===== src/rtl/warmboot_pkg.sv =====
// Shared types and sizing helpers for the iCE40 warmboot sequencer.
package warmboot_pkg;

  typedef enum logic [2:0] {IDLE, DETACH, PWROFF, ARM, FIRE} state_t;

  typedef logic [1:0] img_t;

  localparam img_t GOLDEN_IMAGE = 2'd0;

  // Counter width needed to hold max-1; never narrower than one bit.
  function automatic int cyc_w(input int max);
    return (max <= 2) ? 1 : $clog2(max);
  endfunction

endpackage


===== src/rtl/warmboot_sequencer_if.sv =====
// Request/response bundle between the bootloader core, the board pins and the sequencer.
interface warmboot_sequencer_if #(
  parameter int NUM_PWR_EN = 2
);

  logic                    boot_req;
  warmboot_pkg::img_t      boot_image;
  logic [NUM_PWR_EN-1:0]   pwr_en_req;
  logic                    wdt_kick;
  logic                    usb_pu;
  logic [NUM_PWR_EN-1:0]   pwr_en;
  warmboot_pkg::img_t      wb_s;
  logic                    wb_boot;
  logic                    busy;
  logic                    req_err;

  modport master (
    output boot_req, boot_image, pwr_en_req, wdt_kick,
    input  usb_pu, pwr_en, wb_s, wb_boot, busy, req_err
  );

  modport slave (
    input  boot_req, boot_image, pwr_en_req, wdt_kick,
    output usb_pu, pwr_en, wb_s, wb_boot, busy, req_err
  );

endinterface


===== src/rtl/wb_delay_counter.sv =====
// Loadable down-counter that stops at zero; used for sequence delays and the watchdog.
module wb_delay_counter #(
  parameter int           W         = 1,
  parameter logic [W-1:0] RESET_VAL = '0
) (
  input  logic         clk,
  input  logic         reset,
  input  logic         load,
  input  logic [W-1:0] load_val,
  input  logic         dec,
  output logic [W-1:0] value,
  output logic         zero
);

  always_ff @(posedge clk) begin
    if (reset) begin
      value <= RESET_VAL;
    end else if (load) begin
      value <= load_val;
    end else if (dec && (value != '0)) begin
      value <= value - 1'b1;
    end
  end

  assign zero = (value == '0);

endmodule


===== src/rtl/warmboot_sequencer.sv =====
// iCE40 multiboot sequencer: USB detach, power-off, image select, then SB_WARMBOOT BOOT.
// Optional watchdog auto-boot into the golden image is enabled by defining BOOT_WATCHDOG_EN.
module warmboot_sequencer
  import warmboot_pkg::*;
#(
  parameter int NUM_IMAGES    = 4,
  parameter int NUM_PWR_EN    = 2,
  parameter int DETACH_CYCLES = 480000,
  parameter int SETTLE_CYCLES = 4800,
  parameter int ARM_CYCLES    = 4,
  parameter int WDT_CYCLES    = 2**28 - 1
) (
  input  logic                 clk_48mhz,
  input  logic                 reset,
  warmboot_sequencer_if.slave  bus
);

  localparam int MAX_A   = (DETACH_CYCLES > SETTLE_CYCLES) ? DETACH_CYCLES : SETTLE_CYCLES;
  localparam int MAX_SEQ = (MAX_A > ARM_CYCLES) ? MAX_A : ARM_CYCLES;
  localparam int CNT_W   = cyc_w(MAX_SEQ);

  state_t             state;
  state_t             next_state;
  img_t               image;
  img_t               start_img;
  logic               start;
  logic               reject;
  logic               seq_load;
  logic [CNT_W-1:0]   seq_load_val;
  logic               seq_zero;
  logic [CNT_W-1:0]   unused_seq_count;
  logic               wdt_expire;

  wb_delay_counter #(.W(CNT_W)) u_seq_cnt (
    .clk      (clk_48mhz),
    .reset    (reset),
    .load     (seq_load),
    .load_val (seq_load_val),
    .dec      ((state != IDLE) && (state != FIRE)),
    .value    (unused_seq_count),
    .zero     (seq_zero)
  );

`ifdef BOOT_WATCHDOG_EN
  localparam int WDT_W = cyc_w(WDT_CYCLES);

  logic             wdt_zero;
  logic [WDT_W-1:0] unused_wdt_count;

  // Watchdog only runs while idle, so an in-flight sequence is never restarted by it.
  wb_delay_counter #(.W(WDT_W), .RESET_VAL(WDT_W'(WDT_CYCLES - 1))) u_wdt_cnt (
    .clk      (clk_48mhz),
    .reset    (reset),
    .load     (bus.wdt_kick),
    .load_val (WDT_W'(WDT_CYCLES - 1)),
    .dec      (state == IDLE),
    .value    (unused_wdt_count),
    .zero     (wdt_zero)
  );

  assign wdt_expire = wdt_zero && (state == IDLE);
`else
  logic unused_kick;

  assign unused_kick = bus.wdt_kick;
  assign wdt_expire  = 1'b0;
`endif

  // An explicit request always takes precedence over a watchdog expiry in the same cycle.
  always_comb begin
    next_state   = state;
    start        = 1'b0;
    reject       = 1'b0;
    start_img    = GOLDEN_IMAGE;
    seq_load     = 1'b0;
    seq_load_val = '0;
    case (state)
      IDLE: begin
        if (bus.boot_req) begin
          if (int'(bus.boot_image) < NUM_IMAGES) begin
            start     = 1'b1;
            start_img = bus.boot_image;
          end else begin
            reject = 1'b1;
          end
        end else if (wdt_expire) begin
          start = 1'b1;
        end
        if (start) begin
          next_state   = DETACH;
          seq_load     = 1'b1;
          seq_load_val = CNT_W'(DETACH_CYCLES - 1);
        end
      end
      DETACH: if (seq_zero) begin
        next_state   = PWROFF;
        seq_load     = 1'b1;
        seq_load_val = CNT_W'(SETTLE_CYCLES - 1);
      end
      PWROFF: if (seq_zero) begin
        next_state   = ARM;
        seq_load     = 1'b1;
        seq_load_val = CNT_W'(ARM_CYCLES - 1);
      end
      ARM:     if (seq_zero) next_state = FIRE;
      FIRE:    next_state = FIRE;
      default: next_state = IDLE;
    endcase
  end

  // Outputs are decoded from next_state so they line up with the state register.
  always_ff @(posedge clk_48mhz) begin
    if (reset) begin
      state        <= IDLE;
      image        <= GOLDEN_IMAGE;
      bus.usb_pu   <= 1'b1;
      bus.pwr_en   <= '0;
      bus.wb_s     <= GOLDEN_IMAGE;
      bus.wb_boot  <= 1'b0;
      bus.busy     <= 1'b0;
      bus.req_err  <= 1'b0;
    end else begin
      state       <= next_state;
      bus.usb_pu  <= (next_state == IDLE);
      bus.busy    <= (next_state != IDLE);
      bus.req_err <= reject;
      bus.wb_boot <= (next_state == FIRE);
      if (start) begin
        image <= start_img;
      end
      if ((next_state == ARM) || (next_state == FIRE)) begin
        bus.wb_s <= image;
      end else begin
        bus.wb_s <= GOLDEN_IMAGE;
      end
      // Power enables track the user while idle, hold through detach, then drop.
      if (state == IDLE) begin
        bus.pwr_en <= bus.pwr_en_req;
      end else if (next_state != DETACH) begin
        bus.pwr_en <= '0;
      end
    end
  end

endmodule


===== src/flat_wrapper.sv =====
// flat-port wrapper written by rule: the top's interface ports become plain ports
module warmboot_sequencer_flat import warmboot_pkg::*;
#(
  parameter int NUM_IMAGES    = 4,
  parameter int NUM_PWR_EN    = 2,
  parameter int DETACH_CYCLES = 480000,
  parameter int SETTLE_CYCLES = 4800,
  parameter int ARM_CYCLES    = 4,
  parameter int WDT_CYCLES    = 2**28 - 1
)
  (clk_48mhz, reset, bus_boot_req, bus_boot_image, bus_pwr_en_req, bus_wdt_kick, bus_usb_pu, bus_pwr_en, bus_wb_s, bus_wb_boot, bus_busy, bus_req_err);
  warmboot_sequencer_if #(.NUM_PWR_EN(NUM_PWR_EN)) bus_i ();
  input  logic clk_48mhz;
  input  logic reset;
  input wire logic [$bits(bus_i.boot_req)-1:0] bus_boot_req;
  input wire logic [$bits(bus_i.boot_image)-1:0] bus_boot_image;
  input wire logic [$bits(bus_i.pwr_en_req)-1:0] bus_pwr_en_req;
  input wire logic [$bits(bus_i.wdt_kick)-1:0] bus_wdt_kick;
  output wire logic [$bits(bus_i.usb_pu)-1:0] bus_usb_pu;
  output wire logic [$bits(bus_i.pwr_en)-1:0] bus_pwr_en;
  output wire logic [$bits(bus_i.wb_s)-1:0] bus_wb_s;
  output wire logic [$bits(bus_i.wb_boot)-1:0] bus_wb_boot;
  output wire logic [$bits(bus_i.busy)-1:0] bus_busy;
  output wire logic [$bits(bus_i.req_err)-1:0] bus_req_err;
  assign bus_i.boot_req = bus_boot_req;
  assign bus_i.boot_image = bus_boot_image;
  assign bus_i.pwr_en_req = bus_pwr_en_req;
  assign bus_i.wdt_kick = bus_wdt_kick;
  assign bus_usb_pu = bus_i.usb_pu;
  assign bus_pwr_en = bus_i.pwr_en;
  assign bus_wb_s = bus_i.wb_s;
  assign bus_wb_boot = bus_i.wb_boot;
  assign bus_busy = bus_i.busy;
  assign bus_req_err = bus_i.req_err;
  warmboot_sequencer #(.NUM_IMAGES(NUM_IMAGES), .NUM_PWR_EN(NUM_PWR_EN), .DETACH_CYCLES(DETACH_CYCLES), .SETTLE_CYCLES(SETTLE_CYCLES), .ARM_CYCLES(ARM_CYCLES), .WDT_CYCLES(WDT_CYCLES)) u_core (.clk_48mhz(clk_48mhz), .reset(reset), .bus(bus_i));
endmodule

===== config.mk =====
export PLATFORM = sky130hd
export DESIGN_NAME = warmboot_sequencer_flat
export DESIGN_NICKNAME = d
export VERILOG_FILES = /design/src/rtl/warmboot_pkg.sv /design/src/rtl/warmboot_sequencer_if.sv /design/src/rtl/wb_delay_counter.sv /design/src/rtl/warmboot_sequencer.sv /design/src/flat_wrapper.sv
export SDC_FILE = /design/constraint.sdc
export NUM_CORES = 1
export LEC_CHECK = 0
export CAP_MARGIN = 20
export CORE_ASPECT_RATIO = 1.4
export CORE_MARGIN = 1.5
export CORE_UTILIZATION = 45
export DETAILED_ROUTE_END_ITERATION = 16
export GPL_TIMING_DRIVEN = 0
export PLACE_DENSITY = 0.8
export SYNTH_ARGS = -nofsm -noshare
export SYNTH_HDL_FRONTEND = slang
export SYNTH_SLANG_ARGS = --single-unit

===== constraint.sdc =====
create_clock -name clk_48mhz -period 1.92 [get_ports clk_48mhz]
set_input_delay 0.288 -clock clk_48mhz [delete_from_list [all_inputs] [get_ports clk_48mhz]]
set_output_delay 0.288 -clock clk_48mhz [all_outputs]
set_load 0.01 [all_outputs]

==> run_results.csv <==
group,metric,value,unit
timing,fin_tns_setup,-2500,ps
clock_network,cts_made_buffers,5,
status,status,"finished, violations left",
route,wire_per_inst,18.9,µm
global_route,grt_pass1_wl,7210,µm
flow_run,drv_cap,0,
floorplan,die_width,53.9,µm
timing,setup_viol,22,
synthesis,synth.yosys.seq_area_share,38.1,%
power_and_ir_drop,power.leakage,0.833,nW
global_route,antenna_found_initial,0,
clock_network,clock-root-buffer,"clkbuf_8",
final_layout,fin_cells,264,
timing,finalCritPeriodShare,111,%
timing,post-route-min-period,2130,ps
worst_setup_path,endpoint_kind,"flop",
route,dr.pass1.iters,4,
worst_setup_path,cp_max_fo,9,
placement,hpwl,2670,µm
clock_network,cts.sinks,31,
timing,fin_hold_ws,460,ps
synthesis,yosysWarnings,0,
floorplan,num_rows,25,
placement,dp_slack,-444,ps
timing,slew_violations,0,
final_layout,layout_common_cells,"dfxtp_1, nor2_1, clkdlybuf4s50_1",
route,drc,0,
worst_setup_path,required,2150,ps
route,routed_wl,4990,µm
power_and_ir_drop,max-vdd-ir-drop,0.640,mV
global_route,grt_pass1_vias,1539,
timing,grt_setup_unrepaired,"true",
global_route,overflow,0,
synthesis,synthArstFlopShare,0,%
synthesis,synth_nets,193,
floorplan,fp.coreArea,3410,µm²
global_route,grt_max_degree,11,
timing,fin_skew,12.2,ps
timing,timing.final.hold_violations,0,
clock_network,cts_tree,"done",
synthesis,syn_inst,184,
global_route,track_usage,24.9,%
synthesis,synthFlopType,"dfxtp_1",
timing,relSlewSlack,57.4,%
timing,worst_pin_slew,638,ps
worst_setup_path,crit_arrival,2360,ps
synthesis,synthDistinctLibCells,54,
timing,max_freq,0.469,GHz
synthesis,avgSynthCellArea,8.86,µm²
clock_network,path_clk_slew,70,ps
status,violations,"negative setup slack",
route,drt-vias-per-instance,6.33,
floorplan,dieArea,4000,µm²
route,drt_iter0_drc,74,
synthesis,ys_ff_latch,31,
final_layout,final_common_cell,"dfxtp_1",
synthesis,syn_area,1630,µm²
final_layout,drive_gt1_share,36.6,%
floorplan,io_pins,16,
route,antenna_left,0,
power_and_ir_drop,power,1.87,mW
placement,place_congestion,0.832,
clock_network,hold_buffers,0,
timing,layout_setup_ws,-212,ps
power_and_ir_drop,power.density,795,nW/µm²
clock_network,h-tree-depth,2,
clock_network,clock_latency,290,ps
final_layout,areaGrowthSynthToFinish,44.2,%
route,vias,1671,
placement,place_inst,237,
placement,port_buffers,13,
floorplan,initial_core_util,47.8,%
clock_network,clockBufferDepth,2,
final_layout,nets,232,
synthesis,synth_edf_count,0,
floorplan,die_y,74.2,µm
min_path,hp-class,"flop to flop",
worst_setup_path,crit_path_start_kind,"flop",
final_layout,antenna_cells,0,
worst_setup_path,worst-setup-path-type,"flop to flop",
[critical path: stages, from the launching register on]
cell and delay [ps]:
dfxtp_1 360, or4_4 550, buf_6 150, nor4b_4 330, buf_4 200, a21oi_4 100, and4_1 240, nor3_2 130
[what timing repair did]
| item | CTS | global route |
|---|---|---|
| setup endpoints to repair | 27 | 26 |
| gates resized for setup | 23 | 36 |
| gates cloned | 0 | 2 |
| pin swaps | 8 | 19 |
| setup buffers | 13 | 6 |
[routing by layer]
metal	up-vias	global-route usage [%]	share of wire (%)
li1	775	-	-
met1	793	28.8	40
met5	-	0	0
met3	23	6.83	6.6
met2	80	40.2	50
met4	0	14.2	3.8
[logic make-up (layout without fill, tap and decap cells)]
logic type	after synthesis	in the layout	share of synthesized area, %
fa+ha+maj	1	1	0.767
mux	1	1	0.614
simple gates	73	73	27.2
buf+inv	17	57	6.29
other cells	1	1	0.230
compound gates	57	57	25.3
xor+xnor	3	3	1.61
flops	31	31	38.1
[layout make-up]
cell class / instances / area, µm²
Multi-Input combinational cell: 136 / 1130
Fill cell: 234 / 1060
Sequential cell: 31 / 626
Timing Repair Buffer: 32 / 310
Buffer: 9 / 91.3
Clock buffer: 6 / 82.6
Tap cell: 40 / 50.0
Clock inverter: 2 / 35.0
Inverter: 8 / 30.0
[through the flow]
stage	utilization, %	instance area, µm²
after detailed placement	53.1	1810
after global routing	69.0	2350
after global placement	53.1	1810
after floorplan	-	1630
after CTS	63.0	2150
final	69.0	2350
[Yosys cell counts, drive strengths merged, types with 2 or more instances]
| master | n | share of area (%) |
|---|---|---|
| dfxtp | 31 | 38 |
| and4 | 2 | 1.2 |
| nand2b | 3 | 1.2 |
| nor3b | 3 | 1.7 |
| a2bb2oi | 2 | 1.1 |
| xnor2 | 3 | 1.6 |
| a2111oi | 4 | 2.5 |
| nand3 | 4 | 1.2 |
| nor4 | 6 | 3.6 |
| o211a | 2 | 1.2 |
| nand4 | 2 | 0.77 |
| or2 | 2 | 0.77 |
| o21ai | 5 | 1.5 |
| inv | 8 | 1.8 |
| buf | 3 | 1.2 |
| clkbuf | 6 | 3.2 |
| a31oi | 2 | 0.77 |
| nor3 | 11 | 3.7 |
| a311oi | 5 | 3.1 |
| and3 | 3 | 1.4 |
| a21o | 2 | 0.92 |
| a211oi | 5 | 2.3 |
| nor2 | 16 | 3.7 |
| nand2 | 12 | 2.8 |
| a21oi | 19 | 6.1 |
| a41oi | 3 | 1.6 |
| and2 | 2 | 0.84 |
| o31a | 2 | 1.1 |
| or3 | 2 | 0.77 |
[flip-flops by register name (all words and copies together), names as in the netlist]
register	flops
u_core.bus.pwr_en	2
u_core.image	2
u_core.bus.wb_s	2
u_core.state	3
u_core.bus.wb_boot	1
u_core.bus.busy	1
u_core.u_seq_cnt.value	19
u_core.bus.usb_pu	1
[worst paths after layout]
kind | startpoint | to | slack [ps] | cells after the start
max | u_core.u_seq_cnt.value[14] | u_core.u_seq_cnt.value[16] | -210 | 7
max reg2reg | u_core.u_seq_cnt.value[14] | u_core.u_seq_cnt.value[16] | -210 | 7
min | u_core.image[0] | u_core.image[0] | 460 | 2
min reg2reg | u_core.image[0] | u_core.image[0] | 460 | 2
[where the power goes]
part / switching (mW) / internal [mW]
sequential: 0.0659 / 0.689
clock: 0.257 / 0.420
combinational: 0.231 / 0.208
total: 0.554 / 1.32
Note: power is estimated with default switching activity, not from simulation.
